## src/rtl/block_scale_detector.sv

```systemverilog
// Block-exponent detector: tracks the widest sample in a frame of FRAME_LEN
// valid samples and, at frame end, publishes the largest left-shift at which
// every sample still fits the downstream shifter's OUT_WIDTH window.
module block_scale_detector #(
  parameter  int IN_WIDTH   = 20,
  parameter  int SHFT_WIDTH = 4,
  parameter  int OUT_WIDTH  = 8,
  parameter  int FRAME_LEN  = 16,
  parameter  int MAX_SHIFT  = IN_WIDTH - OUT_WIDTH,
  localparam int CNT_WIDTH  = $clog2(FRAME_LEN)
) (
  input  logic                        clk,
  input  logic                        rst,
  input  logic                        in_valid,
  input  logic signed [IN_WIDTH-1:0]  in_data,
  input  logic                        frame_clear,
  output logic [SHFT_WIDTH-1:0]       shift,
  output logic                        shift_valid,
  output logic [CNT_WIDTH-1:0]        sample_idx
);

  localparam int LZ_W = SHFT_WIDTH + 1;

  // Leading-zero count over the IN_WIDTH-1 magnitude bits; all-zero gives IN_WIDTH-1.
  function automatic logic [LZ_W-1:0] count_lz(input logic [IN_WIDTH-2:0] v);
    logic [LZ_W-1:0] n;
    n = LZ_W'(IN_WIDTH - 1);
    for (int i = 0; i < IN_WIDTH - 1; i++) begin
      if (v[i]) n = LZ_W'(IN_WIDTH - 2 - i);
    end
    return n;
  endfunction

  // Saturate the raw count so the shifter window never runs off the bottom of the word.
  function automatic logic [SHFT_WIDTH-1:0] sat_shift(input logic [LZ_W-1:0] lz);
    if (lz > LZ_W'(MAX_SHIFT)) return SHFT_WIDTH'(MAX_SHIFT);
    return lz[SHFT_WIDTH-1:0];
  endfunction

  logic [IN_WIDTH-2:0]   acc_q, acc_d;
  logic [CNT_WIDTH-1:0]  idx_q, idx_d;
  logic [SHFT_WIDTH-1:0] shift_q, shift_d;
  logic                  shift_valid_q, shift_valid_d;

  logic [IN_WIDTH-2:0]   norm;
  logic [IN_WIDTH-2:0]   final_or;
  logic                  last_sample;

  // Sign-fold each sample so redundant sign bits become leading zeros.
  assign norm        = in_data[IN_WIDTH-2:0] ^ {(IN_WIDTH-1){in_data[IN_WIDTH-1]}};
  assign final_or    = acc_q | norm;
  assign last_sample = (idx_q == CNT_WIDTH'(FRAME_LEN - 1));

  // Next-state: clear beats a sample; the frame-end sample folds in combinationally.
  always_comb begin
    acc_d         = acc_q;
    idx_d         = idx_q;
    shift_d       = shift_q;
    shift_valid_d = 1'b0;
    if (frame_clear) begin
      acc_d = '0;
      idx_d = '0;
    end else if (in_valid) begin
      if (last_sample) begin
        shift_d       = sat_shift(count_lz(final_or));
        shift_valid_d = 1'b1;
        acc_d         = '0;
        idx_d         = '0;
      end else begin
        acc_d = final_or;
        idx_d = idx_q + CNT_WIDTH'(1);
      end
    end
  end

  // State registers with synchronous reset.
  always_ff @(posedge clk) begin
    if (rst) begin
      acc_q         <= '0;
      idx_q         <= '0;
      shift_q       <= '0;
      shift_valid_q <= 1'b0;
    end else begin
      acc_q         <= acc_d;
      idx_q         <= idx_d;
      shift_q       <= shift_d;
      shift_valid_q <= shift_valid_d;
    end
  end

  assign shift       = shift_q;
  assign shift_valid = shift_valid_q;
  assign sample_idx  = idx_q;

endmodule
```

## config.mk

```make
export PLATFORM = sky130hd
export DESIGN_NAME = block_scale_detector
export DESIGN_NICKNAME = d
export VERILOG_FILES = /design/src/rtl/block_scale_detector.sv
export SDC_FILE = /design/constraint.sdc
export NUM_CORES = 1
export LEC_CHECK = 0
export CAP_MARGIN = 20
export CORE_UTILIZATION = 50
export DETAILED_ROUTE_END_ITERATION = 7
export GPL_TIMING_DRIVEN = 0
export PLACE_DENSITY = 0.8
export SYNTH_ARGS = -nofsm -noshare
export SYNTH_HDL_FRONTEND = slang
export SYNTH_SLANG_ARGS = --single-unit
```

## constraint.sdc

```tcl
create_clock -name clk -period 3.2 [get_ports clk]
set_clock_uncertainty 0.05 [all_clocks]
set_input_delay 0.64 -clock clk [delete_from_list [all_inputs] [get_ports clk]]
set_output_delay 0.64 -clock clk [all_outputs]
set_load 0.05 [all_outputs]
```

==> results.py, run 1 <==
metrics = {
    "run_status": {
        "status": "finished clean",
    },
    "power_and_ir_drop": {
        "p_per_area_mw_per_mm2": 366.8,
        "p_leak_nw": 0.7468,
        "peakVddDrop_mv": 0.4589,
    },
    "worst_setup_path": {
        "cp-start-kind": "input port",
        "worstReg2RegStart": "sample_idx[0]",
        "crit_required_ps": 3410,
        "end_kind": "flop",
        "cp-startpoint": "in_data[19]",
        "path_class": "in2reg",
        "crit_fanout": 10,
        "reg2reg_setup_slack_ps": 1190,
        "crit_arrival_ps": 2710,
    },
    "floorplan": {
        "rows": 20,
        "die_h_um": 59.97,
        "start_util": 0.5372,
        "io_pins": 33,
        "core_mm2": 0.003128,
        "die_w_um": 59.97,
        "die_area_mm2": 0.003596,
    },
    "timing": {
        "rsz0062_at_grt": "no",
        "finalCriticalPeriod_ps": 2506,
        "drv_slew": 0,
        "slew_headroom": 0.5896,
        "worstMarginPinSlew_ps": 614.1,
        "tns_ps": 0,
        "fin_crit_sh": 0.7830,
        "finalSetupViolCount": 0,
        "hold_viol_final": 0,
        "fmax_mhz": 399.1,
    },
    "clock_network": {
        "post_cts_resized": 0,
        "cts.path.max_buffers": 2,
        "post-cts-setup-buffers": 0,
        "insertion_delay_ps": 330,
        "post_cts_hold_buffer_count": 0,
        "htree_levels": 1,
        "clock-root-buffer": "clkbuf_4",
        "clkSlewWorstSetupHoldPaths_ps": 150,
        "cts_buffers": 3,
        "cts_tree": "yes",
        "cts_sinks": 28,
    },
    "final_layout": {
        "area_delta_synth_final_pct": 24.87,
        "drive_gt1_frac": 0.07287,
        "fill_cells": 281,
        "nets": 273,
        "antennaDiodeCount": 0,
        "post-route-util": 0.6708,
    },
    "place": {
        "numPortBuffers": 31,
        "routabilityCongestion": 0.8353,
        "hpwl_um": 2939,
    },
    "yosys": {
        "ys.warnings.count": 0,
        "yosysSeqAreaShare": 0.3336,
        "synthCells": 212,
        "yosysUniqueCellTypes": 36,
        "syn-cell-area_mm2": 0.001680,
        "synth_fp_nets": 237,
        "postSynthAreaPerCell_um2": 7.926,
        "ys_ff_latch": 28,
    },
    "detailed_routing": {
        "ant_nets": 0,
        "viasPerCell": 5.519,
        "drt_iter0_drc": 94,
        "avgRoutedWirePerCell_um": 13.31,
        "vias": 1606,
        "drt_drc_violations_left": 0,
        "wl_um": 3872,
        "drtPass1Iterations": 4,
    },
    "job": {
        "drv_cap": 0,
    },
    "hold_path": {
        "worstHoldStart": "shift[2]",
        "min_path_type": "reg2reg",
    },
    "grt": {
        "grt_max_degree": 17,
        "grtUsageTotal": 0.2471,
        "grt_pass1_vias": 1440,
        "grt.overflow.total": 0,
        "antenna_found_initial": 0,
        "grt_first_pass_wirelength_um": 6617,
    },
}
==> synth_stat cells <==
| cell type | instances | area share |
|---|---|---|
| a2111oi_1 | 1 | 0.0060 |
| a22oi_1 | 4 | 0.018 |
| mux2i_1 | 2 | 0.012 |
| dfxtp_1 | 28 | 0.33 |
| nand2b_1 | 1 | 0.0037 |
| or2_2 | 3 | 0.011 |
| a21oi_1 | 17 | 0.051 |
| o211ai_1 | 4 | 0.018 |
| a221oi_2 | 1 | 0.0089 |
| a211o_1 | 2 | 0.010 |
| a21o_1 | 2 | 0.0089 |
| inv_1 | 6 | 0.013 |
| buf_2 | 2 | 0.0060 |
| nand4_1 | 2 | 0.0074 |
| o2111ai_1 | 1 | 0.0052 |
| buf_4 | 2 | 0.0089 |
| or3_1 | 7 | 0.026 |
| buf_6 | 2 | 0.013 |
| xnor2_1 | 5 | 0.026 |
| a31oi_1 | 1 | 0.0037 |
| nor2_1 | 33 | 0.074 |
| nand2_1 | 6 | 0.013 |
| a211oi_2 | 3 | 0.022 |
| nand3_1 | 8 | 0.024 |
| o21ai_0 | 12 | 0.036 |
| nor4b_2 | 1 | 0.0089 |
| and3_1 | 9 | 0.034 |
| o21ai_1 | 1 | 0.0030 |
| o311ai_0 | 1 | 0.0052 |
| nor3_1 | 10 | 0.030 |
| a211oi_1 | 7 | 0.031 |
| clkbuf_1 | 4 | 0.0089 |
| nor2b_1 | 5 | 0.019 |
| ha_1 | 1 | 0.0074 |
| xor2_1 | 17 | 0.089 |
| nor3b_1 | 1 | 0.0045 |
==> state kept, by name, indices dropped and copies added (netlist names) <==
name / count
shift_valid: 1
sample_idx: 4
acc_q: 19
shift: 4
==> worst paths after layout <==
| kind | end | cells past startpoint |
|---|---|---|
| worst max-delay path | shift[1] | 8 |
| worst min-delay path | shift[2] | 2 |
| worst max register to register | shift[0] | 6 |
| worst min register to register | shift[2] | 2 |
==> cells by family (layout without fill, tap and decap cells) <==
logic type | Yosys count | count (layout) | share of synthesized area
XOR/XNOR | 22 | 22 | 0.1147
adder cells (fa/ha/maj) | 1 | 1 | 0.007445
AO/OA/AOI/OAI | 57 | 57 | 0.2271
buffers and inverters | 16 | 51 | 0.05063
flip-flops | 28 | 28 | 0.3336
AND/OR/NAND/NOR | 86 | 86 | 0.2547
multiplexers | 2 | 2 | 0.01191
==> where the power goes <==
part	total (mW)	internal [mW]	switching (mW)
clock	0.234	0.127	0.107
sequential	0.370	0.360	0.0100
combinational	0.166	0.0790	0.0867
total	0.770	0.566	0.204
==> routing by layer <==
layer  up-vias  routed length (um)  GRT usage
met4         0                  39    0.05980
li1        826                   -          -
met1       732                1897     0.3395
met3         5                 181    0.05195
met5         -                   0          0
met2        43                1754     0.3937
==> critical path: stages <==
cell,delay (ps)
clkdlybuf4s50_1,600
buf_2,300
buf_4,240
nand3_1,90
a211oi_1,220
o211ai_1,170
a21o_1,200
a221oi_2,250
==> through the flow <==
step                      setup WS (ps)  total power, mW  area, um^2  std cells  hold slack [ps]
after detailed placement          384.2           0.5420        2046        287            395.6
after floorplan                    1074           0.4765        1680        212            387.3
after CTS                         715.0           0.7730        2098        291            414.6
after global placement            381.8           0.5402        2046        287            393.1
after global routing              552.7           0.8150        2098        291            428.2
final                             694.3           0.7697        2098        291            412.4
==> placed cells by master (no fill, tap or decap), types with 7 or more instances in the layout <==
| master | n |
|---|---|
| a211oi_1 | 7 |
| nor2_1 | 33 |
| nor3_1 | 10 |
| nand3_1 | 8 |
| a21oi_1 | 17 |
| xor2_1 | 17 |
| or3_1 | 7 |
| and3_1 | 9 |
| clkdlybuf4s50_1 | 31 |
| dfxtp_1 | 28 |
| o21ai_0 | 12 |
==> layout make-up <==
class,instances,area (um^2),area share
Sequential cell,28,560.5,0.2671
Timing Repair Buffer,31,310.3,0.1479
Inverter,6,22.52,0.01073
Clock inverter,1,30.03,0.01431
Buffer,10,62.56,0.02982
Tap cell,44,55.05,0.02624
Multi-Input combinational cell,168,1035,0.4931
Clock buffer,3,22.52,0.01073
Note: power is estimated with default switching activity, not from simulation.
==> run 2, diff against run 1 <==
==> constraint.sdc (replaced) <==
create_clock -name clk -period 2.4 [get_ports clk]
set_clock_uncertainty 0.05 [all_clocks]
set_input_delay 0.48 -clock clk [delete_from_list [all_inputs] [get_ports clk]]
set_output_delay 0.48 -clock clk [all_outputs]
set_load 0.05 [all_outputs]
==> run 2 against run 1 <==
Via count increased by 0.12%. Register-to-register slack got worse by 800 ps. Critical path type unchanged. First-iteration DRC count unchanged.
==> results.py, run 2 (synthesis gave the netlist of run 1 again) <==
metrics = {
    "clock_network": {
        "clock-root-buffer": "clkbuf_4",
        "cts.path.max_buffers": 2,
        "post-cts-setup-buffers": 0,
        "cts_tree": "yes",
        "clkSlewWorstSetupHoldPaths_ps": 160,
        "post_cts_hold_buffer_count": 0,
        "cts_buffers": 3,
        "cts_sinks": 28,
        "htree_levels": 1,
        "insertion_delay_ps": 330,
    },
    "worst_setup_path": {
        "cp-startpoint": "rst",
        "crit_required_ps": 2570,
        "end_kind": "flop",
        "crit_arrival_ps": 2360,
        "r2r_end": "shift[0]",
        "path_class": "in2reg",
        "cp_cell_sequence": "clkdlybuf4s50_1 > or2_2 > clkbuf_1 > nand2b_1 > clkbuf_1 > nor2_1",
        "worstReg2RegStart": "sample_idx[0]",
        "crit_top_cell": "clkbuf_1",
        "crit_fanout": 10,
        "reg2reg_setup_slack_ps": 390,
        "cp-start-kind": "input port",
        "rr_worst_depth": 6,
        "slowest_stage": "clkdlybuf4s50_1",
        "max_stage_delay_ps": 600,
    },
    "timing": {
        "worstMarginPinSlew_ps": 614.6,
        "fmax_mhz": 456.4,
        "finalCriticalPeriod_ps": 2191,
        "finalHoldWorstSlack_ps": 412.1,
        "slew_headroom": 0.5893,
        "drv_slew": 0,
        "hold_viol_final": 0,
        "fin_crit_sh": 0.9130,
        "finalSetupViolCount": 0,
        "rsz0062_at_grt": "no",
    },
    "floorplan": {
        "core_mm2": 0.003128,
        "die_h_um": 59.97,
        "die_w_um": 59.97,
        "rows": 20,
        "io_pins": 33,
        "die_area_mm2": 0.003596,
        "start_util": 0.5372,
    },
    "grt": {
        "grt_max_degree": 17,
        "antenna_found_initial": 0,
        "grt_first_pass_wirelength_um": 6617,
        "grtUsageTotal": 0.2471,
        "grt.overflow.total": 0,
        "grt_pass1_vias": 1440,
    },
    "place": {
        "numPortBuffers": 31,
        "hpwl_um": 2939,
        "routabilityCongestion": 0.8353,
    },
    "run_status": {
        "status": "finished clean",
    },
    "detailed_routing": {
        "drtPass1Iterations": 4,
        "wl_um": 3872,
        "avgRoutedWirePerCell_um": 13.31,
        "drt_drc_violations_left": 0,
        "ant_nets": 0,
        "viasPerCell": 5.526,
        "drt_iter0_drc": 94,
        "vias": 1608,
    },
    "final_layout": {
        "largest_reg_flops": 19,
        "multi_input_area_mm2": 0.001035,
        "nets": 273,
        "layout.area.seq_um2": 560.5,
        "fill_cells": 278,
        "top_register": "acc_q",
        "antennaDiodeCount": 0,
        "final_cell_mix": "nor2_1 (33), clkdlybuf4s50_1 (30), dfxtp_1 (28), xor2_1 (17), a21oi_1 (17)",
        "area_delta_synth_final_pct": 25.17,
        "final_common_cell": "nor2_1",
        "drive_gt1_frac": 0.07287,
    },
    "power_and_ir_drop": {
        "p_per_area_mw_per_mm2": 488.1,
        "peakVddDrop_mv": 0.6119,
        "p_leak_nw": 0.7568,
        "total_power_mw": 1.027,
    },
    "job": {
        "drv_cap": 0,
    },
    "hold_path": {
        "worst_hold_path.num_cells": 3,
        "worstHoldStart": "in_valid",
        "min_to": "acc_q[16]",
        "min_path_type": "in2reg",
    },
}
==> run 2: layout make-up <==
class,instances,share of cell area
multi-input cells,168,0.4920
flip-flops and latches,28,0.2665
repair buffers,31,0.1487
plain buffers,10,0.03093
well taps,44,0.02617
clock inverters,1,0.01428
clock buffers,3,0.01071
inverters,6,0.01071
==> run 2: critical path, delay by kind of cell <==
kind,cells,cell delay (ps)
buf+inv,3,1330
simple gates,3,540
==> run 2: worst max-delay path by stage <==
| stage | end | slack [ps] | depth (start not counted) |
|---|---|---|---|
| 2_1_floorplan | shift[0] | 270 | 6 |
| 3_3_place_gp | shift[1] | -260 | 8 |
| 3_5_place_dp | shift[1] | -260 | 8 |
| 4_1_cts | shift[1] | 70 | 8 |
| 5_1_grt | acc_q[0] | 40 | 6 |
| 6_report | acc_q[7] | 210 | 6 |
==> run 2: report_power, final <==
group / internal (mW) / switching, mW
combinational: 0.106 / 0.116
sequential: 0.480 / 0.0134
clock: 0.169 / 0.143
total: 0.755 / 0.272
==> run 2: through the flow <==
step	setup WS (ps)	cell area (um^2)	setup TNS [ps]	instances	utilization
3_3_place_gp	-258.2	2046	-2191	287	0.6540
5_1_grt	35.79	2103	0	291	0.6724
3_5_place_dp	-255.8	2046	-1976	287	0.6540
2_1_floorplan	274.0	1680	0	212	-
6_report	208.8	2103	0	291	0.6724
4_1_cts	74.99	2098	0	291	0.6708
==> run 2: what timing repair did <==
item                       in CTS  in global routing
hold endpoints to repair        0                  0
gates resized for setup         0                  3
setup endpoints to repair       0                  1
==> run 2: per-layer routing <==
| layer | global-route usage | vias to the layer above | share of wire |
|---|---|---|---|
| li1 | - | 825 | - |
| met3 | 0.05195 | 5 | 0.048 |
| met1 | 0.3395 | 733 | 0.49 |
| met4 | 0.05980 | 0 | 0.010 |
| met5 | 0 | - | 0 |
| met2 | 0.3937 | 45 | 0.45 |
==> run 3, diff against run 2 <==
--- a/config.mk
+++ b/config.mk
@@ -6,7 +6,9 @@
 export NUM_CORES = 1
 export LEC_CHECK = 0
 export CAP_MARGIN = 20
-export CORE_UTILIZATION = 50
+export CELL_PAD_IN_SITES_DETAIL_PLACEMENT = 1
+export CELL_PAD_IN_SITES_GLOBAL_PLACEMENT = 1
+export CORE_UTILIZATION = 37
 export DETAILED_ROUTE_END_ITERATION = 7
 export GPL_TIMING_DRIVEN = 0
 export PLACE_DENSITY = 0.8
==> run 3 against run 2 <==
Worst hold slack improved by 2.3 ps. Flip-flop and latch count stayed put. Critical endpoint is now shift[2]. Register-to-register slack hardly changed. Via count grew 3.0%.
==> results.py, run 3 (synthesis gave the netlist of run 1 again) <==
metrics = {
    "run_status": {
        "status": "finished clean",
    },
    "timing": {
        "fmax_mhz": 445.2,
        "fin_crit_sh": 0.9359,
        "tns_ps": 0,
        "layout_setup_ws_ps": 153.8,
        "rsz0062_at_grt": "no",
        "drv_slew": 0,
        "worstMarginPinSlew_ps": 627.3,
        "slew_headroom": 0.5807,
        "hold_viol_final": 0,
        "finalCriticalPeriod_ps": 2246,
        "finalSetupViolCount": 0,
        "finalHoldWorstSlack_ps": 414.5,
    },
    "worst_setup_path": {
        "critPathBufInv": 1,
        "max_stage_delay_ps": 640,
        "cp-start-kind": "input port",
        "cp_cell_sequence": "clkdlybuf4s50_1 > or3_1 > a2111oi_1 > o311ai_0 > a21oi_1",
        "end_kind": "flop",
        "slowest_stage": "a2111oi_1",
        "crit_required_ps": 2570,
        "cp_top_family": "compound AO/OA/AOI/OAI gates",
        "crit_fanout": 7,
        "path_class": "in2reg",
        "crit_arrival_ps": 2420,
    },
    "place": {
        "routabilityCongestion": 0.7695,
        "numPortBuffers": 31,
        "place_area_mm2": 0.002056,
        "pre_cts_ws_ps": -455.2,
        "hpwl_um": 3684,
    },
    "final_layout": {
        "area_delta_synth_final_pct": 26.73,
        "fill_cells": 539,
        "top_register": "acc_q",
        "nets": 273,
        "fin_area_mm2": 0.002130,
        "final_cell_mix": "nor2_1 (33), clkdlybuf4s50_1 (30), dfxtp_1 (28), xor2_1 (17), a21oi_1 (17)",
        "largest_reg_flops": 19,
        "drive_gt1_frac": 0.07692,
        "final_common_cell": "nor2_1",
        "antennaDiodeCount": 0,
    },
    "floorplan": {
        "start_util": 0.3859,
        "io_pins": 33,
        "die_area_mm2": 0.004815,
        "die_w_um": 69.39,
        "rows": 24,
        "die_h_um": 69.39,
        "core_mm2": 0.004354,
    },
    "grt": {
        "grt_first_pass_wirelength_um": 8204,
        "grt_max_degree": 17,
        "grt.overflow.total": 0,
        "grtUsageTotal": 0.2148,
        "grt_pass1_vias": 1706,
        "antenna_found_initial": 0,
    },
    "detailed_routing": {
        "viasPerCell": 5.538,
        "drtPass1Iterations": 4,
        "vias": 1656,
        "wl_um": 4980,
        "drt_drc_violations_left": 0,
        "avgRoutedWirePerCell_um": 16.66,
        "drt_iter0_drc": 62,
        "ant_nets": 0,
    },
    "clock_network": {
        "clock-root-buffer": "clkbuf_8",
        "post-cts-setup-buffers": 0,
        "cts_buffers": 3,
        "htree_levels": 1,
        "insertion_delay_ps": 280,
        "cts_sinks": 28,
        "cts.path.max_buffers": 2,
        "cts_tree": "yes",
        "clkSlewWorstSetupHoldPaths_ps": 110,
    },
    "power_and_ir_drop": {
        "peakVddDrop_mv": 0.2512,
        "p_per_area_mw_per_mm2": 520.3,
        "p_leak_nw": 0.7595,
    },
    "job": {
        "drv_cap": 0,
    },
    "hold_path": {
        "min_path_type": "reg2reg",
    },
}
-- run 3: cell types whose count changed in the layout (fill, tap and decap cells not counted) --
cell            change
clkbuf_1            -1
clkbuf_2            +1
clkbuf_4            -3
clkbuf_8            +3
dlygate4sd2_1       +1
dlymetal6s2s_1      -1
-- run 3: repair_timing --
action                     4_1_cts  5_1_grt
resized for setup                2        2
hold buffers                     0        0
setup endpoints to repair        1       10
-- run 3: final timing paths --
| path | start | to | slack, ps | depth (start not counted) |
|---|---|---|---|---|
| hold / removal | shift[3] | shift[3] | 410 | 2 |
| setup reg to reg | sample_idx[0] | shift[0] | 380 | 6 |
| setup / recovery | in_data[7] | shift[2] | 150 | 5 |
| hold reg to reg | shift[3] | shift[3] | 410 | 2 |
-- run 3: per-stage QoR --
step                  util  power (mW)  cells
floorplan                -      0.6353    212
global placement    0.4721      0.7261    295
detailed placement  0.4721      0.7327    295
CTS                 0.4888       1.115    299
global route        0.4891       1.155    299
finish              0.4891       1.108    299
-- run 3: layout make-up --
type,count,area [um^2],share of cell area
Inverter,6,22.52,0.01058
Tap cell,52,65.06,0.03055
Clock inverter,1,30.03,0.01410
Buffer,10,66.31,0.03114
Multi-Input combinational cell,168,1035,0.4859
Timing Repair Buffer,31,309.0,0.1451
Sequential cell,28,560.5,0.2632
Clock buffer,3,41.29,0.01939
-- run 3: power breakdown --
group | internal [mW] | switching [mW] | total (mW)
clock | 0.224 | 0.159 | 0.383
combinational | 0.105 | 0.126 | 0.231
sequential | 0.479 | 0.0146 | 0.494
total | 0.808 | 0.300 | 1.11
-- run 3: worst reg2reg max path, stage by stage (launching register included) --
cell      delay [ps]
dfxtp_1          410
ha_1             210
nand4_1          340
or2_2            400
clkbuf_1         160
a211o_1          290
o21ai_1          110
-- run 3: per-layer routing --
metal / routed length, um / vias up / GRT usage
met3: 131 / 8 / 0.03779
met5: 0 / - / 0
li1: - / 827 / -
met4: 73 / 0 / 0.06803
met2: 2446 / 25 / 0.3776
met1: 2329 / 796 / 0.2644
